File: src/rtl/spi_slave_port.sv
// SPI target port (mode 3, MSB first, 8-bit bytes, active-low CS).
// All SPI pins are oversampled in the clk_48 domain; the CPU side sees a
// single-entry RX and a single-entry TX holding register with sticky flags.
module spi_slave_port #(
  parameter int          SYNC_STAGES   = 2,
  parameter logic [7:0]  UNDERRUN_BYTE = 8'hFF
) (
  input  logic       clk_48,
  input  logic       rst_n,
  input  logic       spi_cs_n,
  input  logic       spi_sclk,
  input  logic       spi_mosi,
  output logic       spi_miso,
  output logic       spi_miso_oe,
  output logic [7:0] rx_data,
  output logic       rx_valid,
  input  logic       rx_ack,
  output logic       rx_overrun,
  input  logic [7:0] tx_data,
  input  logic       tx_wr,
  output logic       tx_empty,
  output logic       tx_underrun,
  input  logic       status_clr,
  output logic       frame_active,
  output logic       frame_start,
  output logic       frame_end,
  output logic [7:0] byte_cnt
);

  localparam logic [0:0] ST_IDLE   = 1'b0;
  localparam logic [0:0] ST_ACTIVE = 1'b1;

  logic [SYNC_STAGES-1:0] r_csSync;
  logic [SYNC_STAGES-1:0] r_sclkSync;
  logic [SYNC_STAGES-1:0] r_mosiSync;
  logic                   r_csHist;
  logic                   r_sclkHist;

  logic [0:0] r_state;
  logic       r_frameStart;
  logic       r_frameEnd;
  logic [2:0] r_bitCnt;
  logic [7:0] r_byteCnt;

  logic       r_miso;
  logic       r_misoOe;
  logic [7:0] r_txShift;
  logic [7:0] r_txHold;
  logic       r_txEmpty;
  logic       r_txUnderrun;

  logic [7:0] r_rxShift;
  logic [7:0] r_rxData;
  logic       r_rxValid;
  logic       r_rxOverrun;

  logic       w_cs;
  logic       w_sclk;
  logic       w_mosi;
  logic       w_csFall;
  logic       w_csRise;
  logic       w_sclkFall;
  logic       w_sclkRise;
  logic       w_start;
  logic       w_stop;
  logic       w_fallAct;
  logic       w_riseAct;
  logic       w_load;
  logic       w_byteDone;
  logic [7:0] w_loadByte;

  // Synchronizer chains plus one history flop each for CS and SCLK edge detect
  always_ff @(posedge clk_48 or negedge rst_n) begin
    if (!rst_n) begin
      r_csSync   <= '1;
      r_sclkSync <= '1;
      r_mosiSync <= '1;
      r_csHist   <= 1'b1;
      r_sclkHist <= 1'b1;
    end else begin
      r_csSync   <= {r_csSync[SYNC_STAGES-2:0], spi_cs_n};
      r_sclkSync <= {r_sclkSync[SYNC_STAGES-2:0], spi_sclk};
      r_mosiSync <= {r_mosiSync[SYNC_STAGES-2:0], spi_mosi};
      r_csHist   <= r_csSync[SYNC_STAGES-1];
      r_sclkHist <= r_sclkSync[SYNC_STAGES-1];
    end
  end

  assign w_cs       = r_csSync[SYNC_STAGES-1];
  assign w_sclk     = r_sclkSync[SYNC_STAGES-1];
  assign w_mosi     = r_mosiSync[SYNC_STAGES-1];
  assign w_csFall   = r_csHist & ~w_cs;
  assign w_csRise   = ~r_csHist & w_cs;
  assign w_sclkFall = r_sclkHist & ~w_sclk;
  assign w_sclkRise = ~r_sclkHist & w_sclk;
  assign w_start    = (r_state == ST_IDLE) & w_csFall;
  assign w_stop     = (r_state == ST_ACTIVE) & w_csRise;
  assign w_fallAct  = (r_state == ST_ACTIVE) & ~w_cs & w_sclkFall;
  assign w_riseAct  = (r_state == ST_ACTIVE) & ~w_cs & w_sclkRise;
  assign w_load     = w_fallAct & (r_bitCnt == 3'd0);
  assign w_byteDone = w_riseAct & (r_bitCnt == 3'd7);

  // Byte-boundary source: a same-cycle write bypasses the holding register
  always_comb begin
    w_loadByte = UNDERRUN_BYTE;
    if (tx_wr) begin
      w_loadByte = tx_data;
    end else if (!r_txEmpty) begin
      w_loadByte = r_txHold;
    end
  end

  // Frame state, frame pulses and bit/byte counters
  always_ff @(posedge clk_48 or negedge rst_n) begin
    if (!rst_n) begin
      r_state      <= ST_IDLE;
      r_frameStart <= 1'b0;
      r_frameEnd   <= 1'b0;
      r_bitCnt     <= 3'd0;
      r_byteCnt    <= 8'd0;
    end else begin
      r_frameStart <= w_start;
      r_frameEnd   <= w_stop;
      if (w_start) begin
        r_state   <= ST_ACTIVE;
        r_bitCnt  <= 3'd0;
        r_byteCnt <= 8'd0;
      end else if (w_stop) begin
        r_state  <= ST_IDLE;
        r_bitCnt <= 3'd0;
      end else if (w_riseAct) begin
        r_bitCnt <= r_bitCnt + 3'd1;
        if (w_byteDone && (r_byteCnt != 8'hFF)) begin
          r_byteCnt <= r_byteCnt + 8'd1;
        end
      end
    end
  end

  // MISO driver and transmit shifter, updated on SCLK falling edges
  always_ff @(posedge clk_48 or negedge rst_n) begin
    if (!rst_n) begin
      r_miso    <= 1'b1;
      r_misoOe  <= 1'b0;
      r_txShift <= 8'd0;
    end else if (w_start) begin
      r_miso   <= 1'b1;
      r_misoOe <= 1'b1;
    end else if (w_stop) begin
      r_miso   <= 1'b1;
      r_misoOe <= 1'b0;
    end else if (w_load) begin
      r_miso    <= w_loadByte[7];
      r_txShift <= {w_loadByte[6:0], 1'b0};
    end else if (w_fallAct) begin
      r_miso    <= r_txShift[7];
      r_txShift <= {r_txShift[6:0], 1'b0};
    end
  end

  // TX holding register with empty and sticky underrun flags
  always_ff @(posedge clk_48 or negedge rst_n) begin
    if (!rst_n) begin
      r_txHold     <= 8'd0;
      r_txEmpty    <= 1'b1;
      r_txUnderrun <= 1'b0;
    end else begin
      if (tx_wr) begin
        r_txHold <= tx_data;
      end
      if (w_load) begin
        r_txEmpty <= 1'b1;
      end else if (tx_wr) begin
        r_txEmpty <= 1'b0;
      end
      if (w_load && !tx_wr && r_txEmpty) begin
        r_txUnderrun <= 1'b1;
      end else if (status_clr) begin
        r_txUnderrun <= 1'b0;
      end
    end
  end

  // Receive shifter and RX holding register with sticky overrun flag
  always_ff @(posedge clk_48 or negedge rst_n) begin
    if (!rst_n) begin
      r_rxShift   <= 8'd0;
      r_rxData    <= 8'd0;
      r_rxValid   <= 1'b0;
      r_rxOverrun <= 1'b0;
    end else begin
      if (w_riseAct) begin
        r_rxShift <= {r_rxShift[6:0], w_mosi};
      end
      if (w_byteDone) begin
        r_rxData  <= {r_rxShift[6:0], w_mosi};
        r_rxValid <= 1'b1;
      end else if (rx_ack) begin
        r_rxValid <= 1'b0;
      end
      if (w_byteDone && r_rxValid && !rx_ack) begin
        r_rxOverrun <= 1'b1;
      end else if (status_clr) begin
        r_rxOverrun <= 1'b0;
      end
    end
  end

  assign spi_miso     = r_miso;
  assign spi_miso_oe  = r_misoOe;
  assign rx_data      = r_rxData;
  assign rx_valid     = r_rxValid;
  assign rx_overrun   = r_rxOverrun;
  assign tx_empty     = r_txEmpty;
  assign tx_underrun  = r_txUnderrun;
  assign frame_active = (r_state == ST_ACTIVE);
  assign frame_start  = r_frameStart;
  assign frame_end    = r_frameEnd;
  assign byte_cnt     = r_byteCnt;

endmodule

File: config.mk
export PLATFORM = sky130hd
export DESIGN_NAME = spi_slave_port
export DESIGN_NICKNAME = d
export VERILOG_FILES = /design/src/rtl/spi_slave_port.sv
export SDC_FILE = /design/constraint.sdc
export NUM_CORES = 1
export LEC_CHECK = 0
export BUFFER_PORTS_ARGS = -buffer_cell sky130_fd_sc_hd__buf_2
export CAP_MARGIN = 20
export CORE_MARGIN = 1.5
export CORE_UTILIZATION = 40
export DETAILED_ROUTE_END_ITERATION = 10
export PLACE_DENSITY = 0.63
export SETUP_SLACK_MARGIN = 0.1
export SLEW_MARGIN = 0
export SYNTH_ARGS = -nofsm -noshare
export SYNTH_HDL_FRONTEND = slang
export SYNTH_SLANG_ARGS = --single-unit
File: constraint.sdc
create_clock -name clk_48 -period 2 [get_ports clk_48]
set_input_delay 0.1 -clock clk_48 [delete_from_list [all_inputs] [get_ports clk_48]]
set_output_delay 0.1 -clock clk_48 [all_outputs]
set_load 0.01 [all_outputs]
# Word-level counts from Yosys, hierarchy flattened
# Cells that the tools add are included.
dict set report totals {
  reg_bits 58
  inputBits 16
  out_inout_bits 25
}
dict set report classes {
  add_sub_neg 2
  eq_ne 3
  n_mux 24
  bitwise_logic 18
  n_reduce_logical 20
}
# operator count
set op_table {}
lappend op_table {{two-way mux 8 bit} 8}
lappend op_table {{nonzero test 2 bit} 8}
lappend op_table {{two-way mux 1 bit} 13}
lappend op_table {{bitwise AND 1 bit} 11}
lappend op_table {{two-way mux 3 bit} 3}
lappend op_table {{adder 8 x 1 -> 8 bit (second input constant)} 1}
lappend op_table {{inequality test 8 bit (second input constant)} 1}
lappend op_table {{NOT 1 bit} 7}
lappend op_table {{AND reduction 3 bit} 2}
lappend op_table {{logical AND 1 bit} 5}
lappend op_table {{nonzero test 4 bit} 1}
lappend op_table {{adder 3 x 1 -> 3 bit (second input constant)} 1}
lappend op_table {{equality test 3 bit (second input constant)} 1}
lappend op_table {{zero test 3 bit} 1}
lappend op_table {{nonzero test 3 bit} 1}
lappend op_table {{zero test 1 bit} 2}
lappend op_table {{inequality test 2 bit (second input constant)} 1}

# Logic depth before layout (Yosys ltp)
dict set report logic_depth {
  depth_word 9
  depth_mapped 7
  ltp_nobuf 6
}

# Worst setup path after synthesis
# No wires, ideal clock.
dict set report synth_timing {
  path_kind {register -> register}
  startpoint {reg r_byteCnt[0] (netlist: byte_cnt[0])}
  endpoint {reg r_byteCnt[5] (netlist: byte_cnt[5])}
  setup_ns 0.119
  arrival_time_ns 1.535
  required_time_ns 1.881
  path_slack_ns 0.346
  stages_incl_launch_ff 7
  n_path_buf 1
  synth_period_minus_slack_ns 1.654
  cell_sequence {dfrtp_1 > ha_1 > and3_1 > clkbuf_1 > a2111oi_2 > xnor2_1 > nor2_1}
}
dict set report synth_between {
  elab_chain_len 5
}
# element line_no
set synth_rtl {}
lappend synth_rtl {{from (decl)} 43} ;# logic [7:0] r_byteCnt;
lappend synth_rtl {{from (signal assigned)} 134} ;# r_byteCnt <= r_byteCnt + 8'd1;
lappend synth_rtl {{adder 8 x 1 -> 8 bit} 134}
lappend synth_rtl {{two-way mux 8 bit} 133} ;# if (w_byteDone && (r_byteCnt != 8'hFF)) begin
lappend synth_rtl {{two-way mux 8 bit} 131} ;# end else if (w_riseAct) begin
lappend synth_rtl {{two-way mux 8 bit} 128} ;# end else if (w_stop) begin
lappend synth_rtl {{two-way mux 8 bit} 124} ;# if (w_start) begin
# Several ways; a longest one is shown, not always the timed one. The select of a mux whose other input is x is not followed.
# A chain may end at the register's enable or synchronous reset.

# Worst setup path in the final report
dict set report layout_timing {
  startpoint {reg r_bitCnt[0]}
  endpoint {reg r_byteCnt[7] (netlist: byte_cnt[7])}
}
dict set report layout_between {
  elab_chain_len 5
}
# element line_no
set layout_rtl {}
lappend layout_rtl {{from (decl)} 42} ;# logic [2:0] r_bitCnt;
lappend layout_rtl {{from (signal assigned)} 132} ;# r_bitCnt <= r_bitCnt + 3'd1;
lappend layout_rtl {{equality test 3 bit} 101} ;# assign w_byteDone = w_riseAct & (r_bitCnt == 3'd7);
lappend layout_rtl {{bitwise AND 1 bit} 101}
lappend layout_rtl {{logical AND 1 bit} 133}
lappend layout_rtl {{nonzero test 2 bit (no source line)} --}
lappend layout_rtl {{AND reduction 3 bit (no source line)} --}
# No other way between the ends.

==> reports/results.ini <==
[synthesis]
syn_area_um2=2346
ys.flop_type=dfrtp_1
ys_top_cells_by_area=dfrtp_1 50%, dfstp_2 11%, nand2_1 7.2%
async_flop_share_pct=100.0
synth_cell_types=39
yosysSeqAreaShare_pct=61.33
synth.ff_latch_count=57
yosys.area.top_type_share_pct=50.13
yosys_warnings=0
yosysTopAreaCell=dfrtp_1
synth_edf_count=0
synth_cells=207
synth_area_per_cell_um2=11.33
syn-num-nets=227

[clock_network]
cts.sinks=57
root_buffer=clkbuf_8
hold_buffers=12
cts_resized=0
cts_tree=yes
insertion_delay_ns=0.34
numCtsBuffers=9
htreeDepth=3
cts_buffer_depth=2
path_clk_slew_ns=0.06
postCtsSetupBuffers=0

[final_layout]
syn2layout_area_growth_pct=25.39
design_area_um2=2942
num-fill-cells=522
fin_cells=343
fin_nets=286
seq_area_um2=1439
diodes=0
multi_input_area_um2=820.8
layout-drive-gt1-share_pct=28.78

[power]
leakage_nw=1.489
seq_power_share_pct=51.4
p_int_w=0.001951
power_switching_w=0.0006323
power.density_nw_per_um2=878.2
comb_power_share_pct=9.4
switching_share_pct=24.48
clkPwrFrac_pct=39.2
peakVddDrop_v=0.0005634

[placed_design]
hpwlAfterDp_um=2927
gp_congestion=0.8158
placed_area_um2=2641
io_buffers=40
post-place-cells=315

[setup_path]
crit_buf_inv=0
path_max_fanout=14
cp.required_ns=2.28
crit_arrival_ns=1.99
crit_family=simple AND/OR/NAND/NOR gates
worst_path_largest_cell_delay_ns=0.47
critPathSlowestCell=or4_1
critPathCaptureType=register
cp_common_cell=ha_1
worstSetupPathType=register to register
r2r_cells=5
path_cells=ha_1, ha_1, nand2_2, or4_1, nand3_1
start_kind=register
cp_num_cells=5

[floorplanning]
die-area_um2=6334
die_w_um=79.59
num_rows=27
fp.coreArea_um2=5574
start_util_pct=42.09
fp.dieH_um=79.59
io_pins=41

[global_route]
grt_pass1_wl_um=7569
grt_pass1_vias=1686
antenna_found_initial=0
grt_max_degree=34
grt.overflow.total=0
track_usage_pct=16.09

[sta]
setup_violations=0
skew_ns=0.006705
final.period_utilization_pct=85.72
hold_violations=0
period_minus_slack_ns=1.714
rsz0062_at_grt=no
worst_pin_slew_ns=0.5726
fmax_mhz=583.3
finalSetupTns_ns=0
relSlewSlack_pct=61.42
final_max_slew_viol_count=0

[routing]
dr.pass1.iters=4
vias_per_cell=4.892
wl_per_cell_um=12.62
via_count=1678
drt.antenna.violating_nets=0
wirelength_um=4327
drtIter0Drc=126
drc=0

[flow_run]
maxCapViolations=0

[status]
run_status=completed

[min_path]
min_path_cells=2
hold_class=input port to register

-- worst reg2reg max path: stages (launching register included) --
cell and delay, ns:
dfrtp_1 0.37, ha_1 0.16, ha_1 0.29, nand2_2 0.26, or4_1 0.47, nand3_1 0.10
-- flip-flops by register name (all words and copies together), names as in the netlist --
register	cells
r_txHold	8
spi_miso_oe	1
r_sclkHist	1
rx_overrun	1
r_rxShift	7
r_bitCnt	3
frame_end	1
r_txShift	7
byte_cnt	8
r_csSync	2
rx_valid	1
frame_start	1
r_sclkSync	2
tx_empty	1
r_csHist	1
spi_miso	1
r_mosiSync	2
rx_data	8
tx_underrun	1
-- final cells by class --
| class | instances | share of cell area, % |
|---|---|---|
| clock buffers | 12 | 4.594 |
| clock inverters | 4 | 1.531 |
| inverters | 11 | 1.404 |
| multi-input cells | 130 | 27.90 |
| flip-flops and latches | 57 | 48.92 |
| well taps | 72 | 3.063 |
| repair buffers | 57 | 12.59 |
-- layout by cell type, fill, tap and decap left out, drive strengths merged, types with 6 or more instances in the layout --
cell type	instances
dfrtp	47
nand2	46
buf	45
mux2	15
dlygate4sd3	12
clkbuf	12
inv	11
o21ai	11
dfstp	10
o22ai	8
nor2	6
-- worst paths after layout --
check	start	end	slack, ns
min in group asynchronous	rst_n	rx_data[6]	0.29
worst min register to register	r_mosiSync[0]	r_mosiSync[1]	0.36
worst max register to register	r_bitCnt[0]	byte_cnt[7]	0.29
worst min-delay path	tx_data[6]	r_txHold[6]	0.01
max in group asynchronous	rst_n	r_csSync[0]	1.07
worst max-delay path	r_bitCnt[0]	byte_cnt[7]	0.29
-- metrics by stage --
step / setup slack (ns) / total power (W) / utilization [%] / hold slack (ns)
2_1_floorplan: 0.3463 / 0.001481 / - / -0.1956
4_1_cts: 0.2834 / 0.002625 / 52.77 / 0.001724
3_5_place_dp: 0.2898 / 0.001579 / 47.39 / 0.1246
6_report: 0.2856 / 0.002583 / 52.77 / 0.01465
3_3_place_gp: 0.3594 / 0.001570 / 47.39 / 0.1264
5_1_grt: 0.1407 / 0.002714 / 52.77 / 0.01871
-- metal layers --
metal / vias up / GRT usage [%] / share of wire, %
li1: 834 / - / -
met4: 0 / 7.719 / 2.0
met3: 10 / 7.200 / 6.2
met5: - / 0 / 0
met1: 796 / 19.52 / 46
met2: 38 / 24.32 / 46
-- logic make-up (layout without fill, tap and decap cells) --
family,after synthesis,after routing,synth area share (%)
XOR/XNOR,2,2,0.7468
AND/OR/NAND/NOR,73,73,14.83
flip-flops,57,57,61.33
adder cells (fa/ha/maj),5,5,2.560
buffers and inverters,20,84,3.679
AO/OA/AOI/OAI,33,33,8.800
multiplexers,17,17,8.054
-- power groups by stage --
stage	combinational [W]	clock [W]	sequential, W
final	0.000242	0.00101	0.00133
after global routing	0.000282	0.00109	0.00134
after CTS	0.000249	0.00105	0.00133
after detailed placement	0.000231	0	0.00135
after global placement	0.000225	0	0.00135
after floorplan	0.000145	0	0.00134
-- cell usage after synthesis (all sizes together) (2+ instances only) --
library cell and n:
nor2b 3, mux2i 2, ha 4, buf 5
a211oi 3, xnor2 2, mux2 15, nor3 3
nand4bb 2, dfstp 10, a21oi 4, nand4 4
nand2 46, nand2b 2, nor2 6, o21ai 11
a31oi 2, clkbuf 4, dfrtp 47, o22ai 8
inv 11
No activity file was read; power rests on OpenSTA's default activity.
